`src/rtl/mem_arb_pkg.sv`:
```
// Shared types and default widths for the unified memory arbiter.
package mem_arb_pkg;
    localparam int DEF_ADDR_WIDTH      = 32;
    localparam int DEF_DATA_WIDTH      = 32;
    localparam int DEF_MAX_DATA_STREAK = 4;

    typedef enum logic [1:0] {
        IDLE    = 2'd0,
        RESP_IF = 2'd1,
        RESP_D  = 2'd2
    } state_t;

    typedef enum logic [1:0] {
        REQ_NONE = 2'd0,
        REQ_IF   = 2'd1,
        REQ_D    = 2'd2
    } req_t;
endpackage

```
`src/rtl/mem_arb_select.sv`:
```
// Picks which requester gets the memory this cycle and tracks how long fetch
// has been waiting behind back-to-back data grants.
module mem_arb_select
    import mem_arb_pkg::*;
#(
    parameter int MAX_DATA_STREAK = DEF_MAX_DATA_STREAK
) (
    input  logic   i_clk,
    input  logic   i_reset,
    input  state_t i_state,
    input  logic   i_if_req,
    input  logic   i_d_req,
    output req_t   o_grant
);
    localparam int CW = $clog2(MAX_DATA_STREAK + 1);

    // Remaining data grants allowed while fetch waits; zero means streak is full.
    logic [CW-1:0] r_credit;
    logic          w_credit_empty;
    req_t          w_grant;

    assign w_credit_empty = (r_credit == '0);

    always_comb begin
        w_grant = REQ_NONE;
        case (i_state)
            IDLE: begin
                if (i_if_req && i_d_req) w_grant = w_credit_empty ? REQ_IF : REQ_D;
                else if (i_d_req)        w_grant = REQ_D;
                else if (i_if_req)       w_grant = REQ_IF;
            end
            RESP_IF: if (i_d_req)  w_grant = REQ_D;
            RESP_D:  if (i_if_req) w_grant = REQ_IF;
            default: w_grant = REQ_NONE;
        endcase
    end

    assign o_grant = i_reset ? w_grant : REQ_NONE;

    always_ff @(posedge i_clk) begin
        if (!i_reset) begin
            r_credit <= CW'(MAX_DATA_STREAK);
        end else if (o_grant == REQ_IF || !i_if_req) begin
            r_credit <= CW'(MAX_DATA_STREAK);
        end else if (o_grant == REQ_D && !w_credit_empty) begin
            r_credit <= r_credit - CW'(1);
        end
    end
endmodule

```
`src/rtl/unified_memory_arbiter.sv`:
```
// Shares one single-ported synchronous-read memory between fetch and data
// ports, one access at a time with a fixed one-cycle response.
//
// state   | meaning
// IDLE    | nothing in flight
// RESP_IF | fetch issued last cycle; if_ready pulses now
// RESP_D  | data issued last cycle; d_ready pulses now
module unified_memory_arbiter
    import mem_arb_pkg::*;
#(
    parameter int ADDR_WIDTH      = DEF_ADDR_WIDTH,
    parameter int DATA_WIDTH      = DEF_DATA_WIDTH,
    parameter int MAX_DATA_STREAK = DEF_MAX_DATA_STREAK
) (
    input  logic                      i_clk,
    input  logic                      i_reset,
    input  logic                      i_if_req,
    input  logic [ADDR_WIDTH-1:0]     i_if_adr,
    output logic                      o_if_ready,
    output logic [DATA_WIDTH-1:0]     o_if_rdata,
    input  logic                      i_d_req,
    input  logic                      i_d_we,
    input  logic [ADDR_WIDTH-1:0]     i_d_adr,
    input  logic [DATA_WIDTH-1:0]     i_d_wdata,
    input  logic [DATA_WIDTH/8-1:0]   i_d_wstrb,
    output logic                      o_d_ready,
    output logic [DATA_WIDTH-1:0]     o_d_rdata,
    output logic                      o_mem_en,
    output logic                      o_mem_we,
    output logic [ADDR_WIDTH-1:0]     o_mem_adr,
    output logic [DATA_WIDTH-1:0]     o_mem_wdata,
    output logic [DATA_WIDTH/8-1:0]   o_mem_wstrb,
    input  logic [DATA_WIDTH-1:0]     i_mem_rdata
);
    state_t r_state;
    req_t   w_grant;

    mem_arb_select #(
        .MAX_DATA_STREAK(MAX_DATA_STREAK)
    ) u_select (
        .i_clk    (i_clk),
        .i_reset  (i_reset),
        .i_state  (r_state),
        .i_if_req (i_if_req),
        .i_d_req  (i_d_req),
        .o_grant  (w_grant)
    );

    always_ff @(posedge i_clk) begin
        if (!i_reset) begin
            r_state <= IDLE;
        end else begin
            case (w_grant)
                REQ_IF:  r_state <= RESP_IF;
                REQ_D:   r_state <= RESP_D;
                default: r_state <= IDLE;
            endcase
        end
    end

    // Issue is combinational so a response cycle can also start the next access.
    always_comb begin
        o_mem_en    = 1'b0;
        o_mem_we    = 1'b0;
        o_mem_adr   = '0;
        o_mem_wdata = '0;
        o_mem_wstrb = '0;
        case (w_grant)
            REQ_IF: begin
                o_mem_en  = 1'b1;
                o_mem_adr = i_if_adr;
            end
            REQ_D: begin
                o_mem_en    = 1'b1;
                o_mem_we    = i_d_we;
                o_mem_adr   = i_d_adr;
                o_mem_wdata = i_d_wdata;
                o_mem_wstrb = i_d_we ? i_d_wstrb : '0;
            end
            default: o_mem_en = 1'b0;
        endcase
    end

    assign o_if_ready = i_reset && (r_state == RESP_IF);
    assign o_d_ready  = i_reset && (r_state == RESP_D);
    assign o_if_rdata = o_if_ready ? i_mem_rdata : '0;
    assign o_d_rdata  = o_d_ready  ? i_mem_rdata : '0;
endmodule

```
`config.mk`:
```
export PLATFORM = sky130hd
export DESIGN_NAME = unified_memory_arbiter
export DESIGN_NICKNAME = d
export VERILOG_FILES = /design/src/rtl/mem_arb_pkg.sv /design/src/rtl/mem_arb_select.sv /design/src/rtl/unified_memory_arbiter.sv
export SDC_FILE = /design/constraint.sdc
export NUM_CORES = 1
export LEC_CHECK = 0
export ABC_AREA = 0
export CORE_AREA = 2 2 106 108
export CTS_CLUSTER_SIZE = 40
export DETAILED_ROUTE_END_ITERATION = 16
export DIE_AREA = 0 0 108 110
export PLACE_DENSITY = 0.66
export RECOVER_POWER = 50
export SLEW_MARGIN = 20
export SYNTH_ARGS = -nofsm -noshare
export SYNTH_HDL_FRONTEND = slang
export SYNTH_HIERARCHICAL = 1
export SYNTH_SLANG_ARGS = --single-unit
```
`constraint.sdc`:
```
create_clock -name i_clk -period 6.2 [get_ports i_clk]
set_input_delay 1.24 -clock i_clk [delete_from_list [all_inputs] [get_ports i_clk]]
set_output_delay 1.24 -clock i_clk [all_outputs]
set_load 0.02 [all_outputs]
```
Word-level counts from Yosys, hierarchy flattened
Index checks and enable logic that the tools add are counted.
{ "totals": {"in_bits": 137, "reg_bits": 5, "wordCells": 35} }
{ "op_classes": {"bitwise": 1, "addsub": 1, "mux": 16, "n_eq_ne": 4, "n_reduce_logical": 11} }
{ "op_table": {"columns": ["operator", "n"], "rows": [
  ["$mux 32", 3],
  ["$pmux 32 s2", 1],
  ["$mux 2", 5],
  ["$mux 4", 2],
  ["$pmux 2 s3", 1],
  ["$eq 2x1->1 const B", 2],
  ["$eq 2x2->1 const B", 2],
  ["$logic_and 1x1->1", 4],
  ["$pmux 2 s2", 1],
  ["$reduce_or 2->1", 2],
  ["$logic_not 3->1", 1],
  ["$mux 1", 3],
  ["$sub 3x1->3 const B", 1],
  ["$logic_not 1->1", 2],
  ["$logic_not 2->1", 1],
  ["$logic_or 1x1->1", 1],
  ["$not 1->1", 1]
]} }

Logic depth before layout (Yosys ltp)
Gate-level depths: netlist of run 1.
{ "logic_depth": {"word_depth": 8, "mapped_depth": 11, "mapped_depth_nobuf": 9} }

By module
Netlist of run 1, hierarchy kept.
{ "modules_own_cells": {"columns": ["mod", "area_per_inst_um2", "instances", "cells_each"], "rows": [
  ["unified_memory_arbiter", 1297.5, 1, 198],
  ["mem_arb_select", 222.7, 1, 22]
]} }

Least setup slack after synthesis of run 1
OpenSTA, ideal clock, no wires.
{ "synth_timing": {"path_kind": "input to output", "start": "input i_d_req", "end": "output o_mem_adr[0]", "slack_ns": 2.261, "stages": 7, "arrival_time_ns": 2.699, "required_ns": 4.960, "path_buffers": 2, "cell_sequence": "nor3b_4 > and4bb_2 > inv_1 > ha_1 > buf_2 > clkbuf_1 > nor2_1"} }
{ "synth_between": {"elab_chain_cells": 6} }
{ "synth_rtl": {"columns": ["item", "line_no", "text"], "rows": [
  ["from (decl)", "unified_memory_arbiter.sv:21", "input logic i_d_req,"],
  ["$mux 2 or $logic_and 1x1->1 (tied branches)", "mem_arb_select.sv:29, mem_arb_select.sv:28", null],
  ["$mux 2 (*)", "mem_arb_select.sv:28", "if (i_if_req && i_d_req) w_grant = w_credit_empty ? REQ_IF : REQ_D;"],
  ["$pmux 2 s3 (*)", "mem_arb_select.sv:26", "case (i_state)"],
  ["$mux 2 (*)", "mem_arb_select.sv:38", "assign o_grant = i_reset ? w_grant : REQ_NONE;"],
  ["via w_grant[0]", "unified_memory_arbiter.sv:36", "req_t w_grant;"],
  ["$eq 2x2->1 or $eq 2x1->1 (tied branches)", "unified_memory_arbiter.sv:68", "case (w_grant)"],
  ["$pmux 32 s2 (*)", "unified_memory_arbiter.sv:68", null],
  ["to (decl)", "unified_memory_arbiter.sv:30", "output logic [ADDR_WIDTH-1:0] o_mem_adr,"]
]} }
The timed path passes the listed nets; every way through them passes the cells marked *.

Final worst setup path of run 1
{ "layout_timing": {"start": "input i_d_req", "end": "output o_mem_adr[19]"} }
Same word-level chain as after synthesis.

==> PnR_summary.wiki, run 1 <==
{| class="wikitable"
! Metric !! Value
|-
| Reg2reg path depth || 8
|-
| Sw frac || 32.55%
|-
| Clock transition at the registers of the reported paths || 0.03 ns
|-
| 1st-iter DRT viols || 135
|-
| Detailed-route wire length || 7970 µm
|-
| Count of nets left with antenna violations after detail routing || 0
|-
| Data required time of the worst path || 4.96 ns
|-
| Setup TNS Final || 0 ns
|-
| Endpoint, Worst Hold || u_select/r_credit[1]
|-
| Initial core utilization || 14.21%
|-
| Number of instances in the synthesized netlist || 220
|-
| Root Driver || clkbuf_8
|-
| Final std cells w/o fill || 617
|-
| Post-CTS sizing || 0
|-
| Sequential area share after synthesis || 6.584%
|-
| Vertical die dimension || 110 µm
|-
| Most heavily used metal layer in global routing || met2
|-
| I/O Buffers || 272
|-
| Count of final setup violators || 0
|-
| Synth Register Bits || 5
|-
| Fraction of final layout cells with drive strength greater than 1 || 7.128%
|-
| Average wire length per cell after detail routing || 12.92 µm
|-
| Router iterations before antenna repair || 4
|-
| Clock group share of total power || 18.6%
|-
| Sequential share of power || 11.2%
|-
| TritonCTS clock tree || yes
|-
| Site row count || 38
|-
| Total routing usage reported by global routing || 11.75%
|-
| Relative slew margins || 41.96%
|-
| Maximum root-to-sink buffer count || 2
|-
| Antenna diode count || 0
|-
| Max rail drop VDD || 0.00005201 V
|-
| Wire length of the first global-routing pass || 11430 µm
|-
| Largest family of logic cells by synthesized area || simple AND/OR/NAND/NOR gates
|-
| Number of remaining DRC errors || 0
|-
| Antenna violations before repair || 0
|-
| Crit Path Class || primary input to output pin
|-
| Number of vias in the routed layout || 2512
|-
| Hold_sp || u_select/r_credit[1]
|-
| Slew at the pin with the worst max-slew slack || 0.8705 ns
|-
| Arrival time at the worst endpoint || 3.94 ns
|-
| Cells on Worst Hold Path || 2
|-
| Area Overhead vs Synth || 185.1%
|-
| Critical Path End Type || output pin
|-
| Achievable Freq || 193.0 MHz
|-
| Weighted congestion at the end of routability-driven global placement || 0.7737
|-
| CTS HTree Levels || 1
|-
| Net Switching || 0.1022 mW
|-
| Share of power burned in combinational logic || 70.2%
|-
| GR Layer Usage met3 || 2.881%
|-
| Fraction of synthesized area in multiplexers || 2.058%
|-
| HPWL after detailed placement || 6708 µm
|-
| Post-Synth XOR/XNOR Area || 0%
|-
| Total count of hold-check failures in the final report || 0
|-
| CTS buffer count || 3
|-
| Detail-routed via count per cell || 4.071
|-
| Top fanout value on the critical path || 32
|-
| Mapped cell area || 0.001520 mm²
|-
| Synth Area in Adders || 4.938%
|-
| Nature of the critical path startpoint || primary input
|-
| Crit path time final || 5.180 ns
|-
| Global Route met2 Usage || 24.12%
|-
| # hold bufs at CTS || 0
|-
| Worst Clk Skew || 0.0002482 ns
|-
| Placed Instances || 613
|-
| Number of warning messages in the yosys log || 6
|-
| Pleak || 1.825 nW
|-
| R2r startpoint || u_select/r_credit[0]
|-
| Run status || complete, no violations
|-
| Maximum number of pins on one net before global-route repair || 34
|-
| Skew-Pair Late Insertion Delay || 0.22 ns
|-
| Max-slew violations || 0
|-
| Post-synthesis simple-gate area fraction || 59.67%
|-
| Horizontal extent of the die || 108 µm
|-
| Mapped Nets || 363
|-
| Number of max-cap violations || 0
|-
| Setup repair after global routing missed its margin || no
|-
| Capture point of the worst reg-to-reg path || r_state[1]
|-
| Number of post-CTS setup repair buffers || 0
|-
| Global-route congestion overflow total || 0
|-
| Sink count of the clock tree || 5
|-
| Count of unique library cells instantiated by Yosys || 23
|-
| Met1 Use GR || 12.17%
|-
| Syn Area/Cell || 6.910 µm²
|-
| Worst reg-to-reg setup slack || 4.21 ns
|-
| Hold WC Path Type || flip-flop to flip-flop
|-
| Fin crit share || 83.55%
|-
| Internal Pwr Total || 0.2117 mW
|-
| Synthesized-area fraction occupied by ao, oa, aoi and oai cells || 15.80%
|-
| Via count of the first global-routing pass || 2346
|-
| Std-Cell Core Area || 0.01070 mm²
|-
| Floorplan die area || 0.01188 mm²
|-
| Number of nets at the end of the flow || 621
|-
| Io pins || 273
|-
| Areal power density over the cells || 72.40 mW/mm²
|}
[critical path: stages]
cell and delay (ns):
clkdlybuf4s50_1 0.47, nor3b_4 0.29, and4bb_2 0.30, inv_1 0.08, ha_1 0.25, buf_4 0.37
a22oi_1 0.18, nor2_1 0.12, clkdlybuf4s50_1 0.62
[power by group through the flow]
| stage | sequential, mW | clock [mW] | combinational, mW |
|---|---|---|---|
| after detailed placement | 0.0355 | 0 | 0.224 |
| final | 0.0350 | 0.0584 | 0.220 |
| after floorplan | 0.0351 | 0 | 0.0838 |
| after CTS | 0.0350 | 0.0611 | 0.225 |
| after global placement | 0.0354 | 0 | 0.222 |
| after global routing | 0.0352 | 0.0638 | 0.237 |
[cell type report]
cell class | count | area, µm²
Fill cell | 1078 | 6364
Sequential cell | 5 | 100.1
Clock buffer | 4 | 45.04
Timing Repair Buffer | 274 | 2738
Inverter | 6 | 22.52
Tap cell | 140 | 175.2
Multi-Input combinational cell | 188 | 1254
[per-stage QoR]
| step | power, mW | util (%) | cell area [µm²] | worst slack [ns] | hold slack [ns] |
|---|---|---|---|---|---|
| detailed placement | 0.2598 | 40.09 | 4289 | 0.8975 | 0.4790 |
| floorplan | 0.1189 | - | 1520 | 2.261 | 0.4494 |
| global route | 0.3359 | 40.51 | 4334 | 0.8645 | 0.5250 |
| global placement | 0.2576 | 40.09 | 4289 | 0.9325 | 0.4635 |
| finish | 0.3138 | 40.51 | 4334 | 1.020 | 0.4780 |
| CTS | 0.3216 | 40.51 | 4334 | 0.8826 | 0.4836 |
[flip-flops by register name, summed over array words and instances, names as in the netlist]
signal             cells
u_select/r_credit      3
r_state                2
[synth_stat cells, drive strengths merged]
master | number | share of area, %
buf | 15 | 7.9
clkbuf | 6 | 1.6
ha | 6 | 4.9
dfxtp | 5 | 6.6
nand3b | 3 | 1.5
and3 | 4 | 1.6
mux2 | 1 | 0.74
and4bb | 1 | 0.82
mux2i | 2 | 1.3
nor3b | 1 | 1.2
and3b | 2 | 1.3
inv | 6 | 1.5
nor2 | 32 | 7.9
nand3 | 1 | 0.33
and4b | 1 | 0.66
nand4 | 2 | 0.82
nand4b | 1 | 0.58
and2 | 99 | 43
a22oi | 32 | 16
[kinds of logic after synthesis]
family | Yosys count
flops | 5
compound gates | 32
simple gates | 147
fa+ha+maj | 6
mux | 3
buf+inv | 27
[cells in the final DEF (no fill, tap or decap), types with 4 or more instances in the layout]
| cell type | netlist | final |
|---|---|---|
| clkdlybuf4s50_1 | 0 | 208 |
| and2_1 | 73 | 73 |
| dlygate4sd3_1 | 0 | 64 |
| a22oi_1 | 32 | 32 |
| nor2_1 | 32 | 32 |
| and2_2 | 26 | 26 |
| inv_1 | 6 | 6 |
| ha_1 | 6 | 5 |
| dfxtp_1 | 5 | 5 |
| and3_1 | 4 | 4 |
[worst max path at each step]
| stage | start | endpoint | slack [ns] | depth (start not counted) |
|---|---|---|---|---|
| 5_1_grt | i_d_req | o_mem_adr[21] | 0.86 | 9 |
| 2_1_floorplan | i_d_req | o_mem_adr[0] | 2.26 | 7 |
| 4_1_cts | i_reset | o_mem_adr[21] | 0.88 | 6 |
| 3_3_place_gp | i_reset | o_mem_adr[28] | 0.93 | 6 |
| 6_report | i_d_req | o_mem_adr[19] | 1.02 | 9 |
| 3_5_place_dp | i_reset | o_mem_adr[16] | 0.90 | 6 |
[metal layers]
metal	share of wire, %	wire, µm	vias to the layer above
met5	0	0	-
met4	0.46	37	0
met3	11	888	4
met2	53	4253	160
met1	35	2790	1103
li1	-	-	1245
(Power assumes the default switching activity.)
==> run 2: changes to the inputs <==
--- a/config.mk
+++ b/config.mk
@@ -6,11 +6,12 @@
 export NUM_CORES = 1
 export LEC_CHECK = 0
 export ABC_AREA = 0
-export CORE_AREA = 2 2 106 108
+export CORE_ASPECT_RATIO = 0.5
+export CORE_MARGIN = 2
+export CORE_UTILIZATION = 19
 export CTS_CLUSTER_SIZE = 40
 export DETAILED_ROUTE_END_ITERATION = 16
-export DIE_AREA = 0 0 108 110
-export PLACE_DENSITY = 0.66
+export PLACE_DENSITY = 0.86
 export RECOVER_POWER = 50
 export SLEW_MARGIN = 20
 export SYNTH_ARGS = -nofsm -noshare
==> constraint.sdc (replaced) <==
create_clock -name i_clk -period 4.5 [get_ports i_clk]
set_input_delay 0.9 -clock i_clk [delete_from_list [all_inputs] [get_ports i_clk]]
set_output_delay 0.9 -clock i_clk [all_outputs]
set_load 0.02 [all_outputs]
==> PnR_summary.wiki, run 2 (same netlist as run 1, synthesis figures left out) <==
{| class="wikitable"
! Metric !! Value
|-
| Run status || complete, no violations
|-
| Count of nets left with antenna violations after detail routing || 0 (unchanged)
|-
| Crit Path Class || primary input to output pin
|-
| Antenna violations before repair || 0 (unchanged)
|-
| Top fanout value on the critical path || 33 (+3.1%)
|-
| Area Overhead vs Synth || 187.9%
|-
| Setup repair after global routing missed its margin || no
|-
| Crit path time final || 4.303 ns
|-
| Overall power || 0.5045 mW (+61%)
|-
| Hold_sp || u_select/r_credit[1]
|-
| I/O Buffers || 272 (unchanged)
|-
| Fraction of final layout cells with drive strength greater than 1 || 7.484% (+0.36 points)
|-
| Detailed-route wire length || 8302 µm (+4.2%)
|-
| Maximum root-to-sink buffer count || 2 (unchanged)
|-
| Worst reg-to-reg setup slack || 2.61 ns (-1.60 ns)
|-
| Critical path buffers and inverters || 2 (-2)
|-
| Detail-routed via count per cell || 4.221 (+3.7%)
|-
| Antenna diode count || 0 (unchanged)
|-
| Critical Path End Type || output pin
|-
| CTS buffer count || 3 (unchanged)
|-
| # hold bufs at CTS || 0 (unchanged)
|-
| Root Driver || clkbuf_16
|-
| Vertical die dimension || 67.25 µm (-39%)
|-
| Std-Cell Core Area || 0.007542 mm² (-29%)
|-
| Wire length of the first global-routing pass || 12090 µm (+5.8%)
|-
| Nature of the critical path startpoint || primary input
|-
| Router iterations before antenna repair || 4 (unchanged)
|-
| Io pins || 273 (unchanged)
|-
| Register containing the most flip-flops in the final layout || u_select/r_credit
|-
| Highest-count cells in the layout ignoring fill and taps || clkdlybuf4s50_1 (208), and2_1 (73), dlygate4sd3_1 (64), a22oi_1 (32), nor2_1 (32)
|-
| Critical Path Start || i_reset
|-
| CTS HTree Levels || 1 (unchanged)
|-
| Setup TNS Final || 0 ns (unchanged)
|-
| Max reg flops || 3 (unchanged)
|-
| R2r startpoint || u_select/r_credit[0]
|-
| Maximum number of pins on one net before global-route repair || 34 (unchanged)
|-
| Site row count || 22 (-42%)
|-
| Number of remaining DRC errors || 0 (unchanged)
|-
| Initial core utilization || 20.16% (+5.9 points)
|-
| Number of nets at the end of the flow || 625 (+0.64%)
|-
| Largest registers || u_select/r_credit (3), r_state (2)
|-
| Standard cell with the maximum stage delay on the critical path || and3b_1
|-
| Max stage delay on crit path || 0.80 ns (+0.18 ns)
|-
| Slew at the pin with the worst max-slew slack || 0.8853 ns (+0.01475 ns)
|-
| Via count of the first global-routing pass || 2390 (+1.9%)
|-
| Placed Instances || 585 (-4.6%)
|-
| Relative slew margins || 40.98% (-0.98 points)
|-
| Skew-Pair Late Insertion Delay || 0.22 ns (about the same)
|-
| Pleak || 1.865 nW (+2.2%)
|-
| Fin crit share || 95.62%
|-
| Number of vias in the routed layout || 2486 (-1.0%)
|-
| Crit path max-delay family || buffers and inverters
|-
| Count of final setup violators || 0 (unchanged)
|-
| Max-slew violations || 0 (unchanged)
|-
| Global-route congestion overflow total || 0 (unchanged)
|-
| Weighted congestion at the end of routability-driven global placement || 0.7475 (-3.4%)
|-
| Horizontal extent of the die || 130.5 µm (+21%)
|-
| Final non-filler cell area || 0.004377 mm² (+0.98%)
|-
| Clock transition at the registers of the reported paths || 0.03 ns (about the same)
|-
| Hold WC Path Type || flip-flop to flip-flop
|-
| Worst Clk Skew || 0.0007473 ns (+0.0004991 ns)
|-
| Data required time of the worst path || 3.60 ns (-1.36 ns)
|-
| TritonCTS clock tree || yes
|-
| CP dominant cell by count || dlygate4sd3_1
|-
| Total routing usage reported by global routing || 17.15% (+5.4 points)
|-
| Achievable Freq || 232.4 MHz
|-
| Number of post-CTS setup repair buffers || 0 (unchanged)
|-
| 1st-iter DRT viols || 52 (-61%)
|-
| Total count of hold-check failures in the final report || 0 (unchanged)
|-
| Areal power density over the cells || 115.3 mW/mm² (+59%)
|-
| Max rail drop VDD || 0.00009185 V (+77%)
|-
| Arrival time at the worst endpoint || 3.40 ns (-0.54 ns)
|-
| Post-CTS sizing || 0 (unchanged)
|-
| Number of max-cap violations || 0 (unchanged)
|-
| HPWL after detailed placement || 6901 µm (+2.9%)
|-
| Sink count of the clock tree || 5 (unchanged)
|-
| Final std cells w/o fill || 589 (-4.5%)
|-
| Placed cell areas || 0.004304 mm² (+0.35%)
|-
| Average wire length per cell after detail routing || 14.10 µm (+9.1%)
|-
| Critical path cell sequence || dlygate4sd3_1, and3b_1, and2_2, dlygate4sd3_1
|-
| Most frequent standard cell in the layout excluding fill and tap cells || clkdlybuf4s50_1
|-
| Floorplan die area || 0.008776 mm² (-26%)
|}
[run 2: final cells by class]
type | count | area, µm²
fill | 687 | 3166
inverter | 6 | 22.52
clock buffer | 4 | 78.83
multi-input combinational | 188 | 1251
timing repair buffer | 278 | 2789
tap | 108 | 135.1
sequential | 5 | 100.1
[run 2: stage by stage]
| step | utilization (%) | setup WS [ns] | hold WS [ns] |
|---|---|---|---|
| 2_1_floorplan | - | 1.241 | 0.4494 |
| 3_3_place_gp | 57.07 | 0.3306 | 0.4603 |
| 3_5_place_dp | 57.07 | 0.3181 | 0.4710 |
| 4_1_cts | 58.11 | 0.3008 | 0.4803 |
| 5_1_grt | 58.03 | 0.05993 | 0.5105 |
| 6_report | 58.03 | 0.1972 | 0.4741 |
[run 2: final timing paths]
path / cells after the start / to
min: 2 / u_select/r_credit[1]
max: 4 / o_d_rdata[30]
min reg2reg: 2 / u_select/r_credit[1]
max reg2reg: 8 / r_state[1]
[run 2: worst min-delay path, cell delays in order, from the launching register on]
cell and delay (ns):
dfxtp_1 0.30, nand4_1 0.06, mux2i_1 0.05
[run 2: layer usage]
layer	GRT usage (%)	vias to the layer above	part of all wire (%)
li1	-	1253	-
met1	20.48	1121	38
met5	0	-	0
met3	3.407	8	6.8
met2	32.36	104	54
met4	3.590	0	0.84
[run 2: where the power goes]
group	total [mW]	leakage, nW	internal [mW]	switching [mW]
Combinational	0.312	1.79	0.189	0.123
Sequential	0.0482	0.0409	0.0466	0.00159
Clock	0.145	0.0382	0.117	0.0275
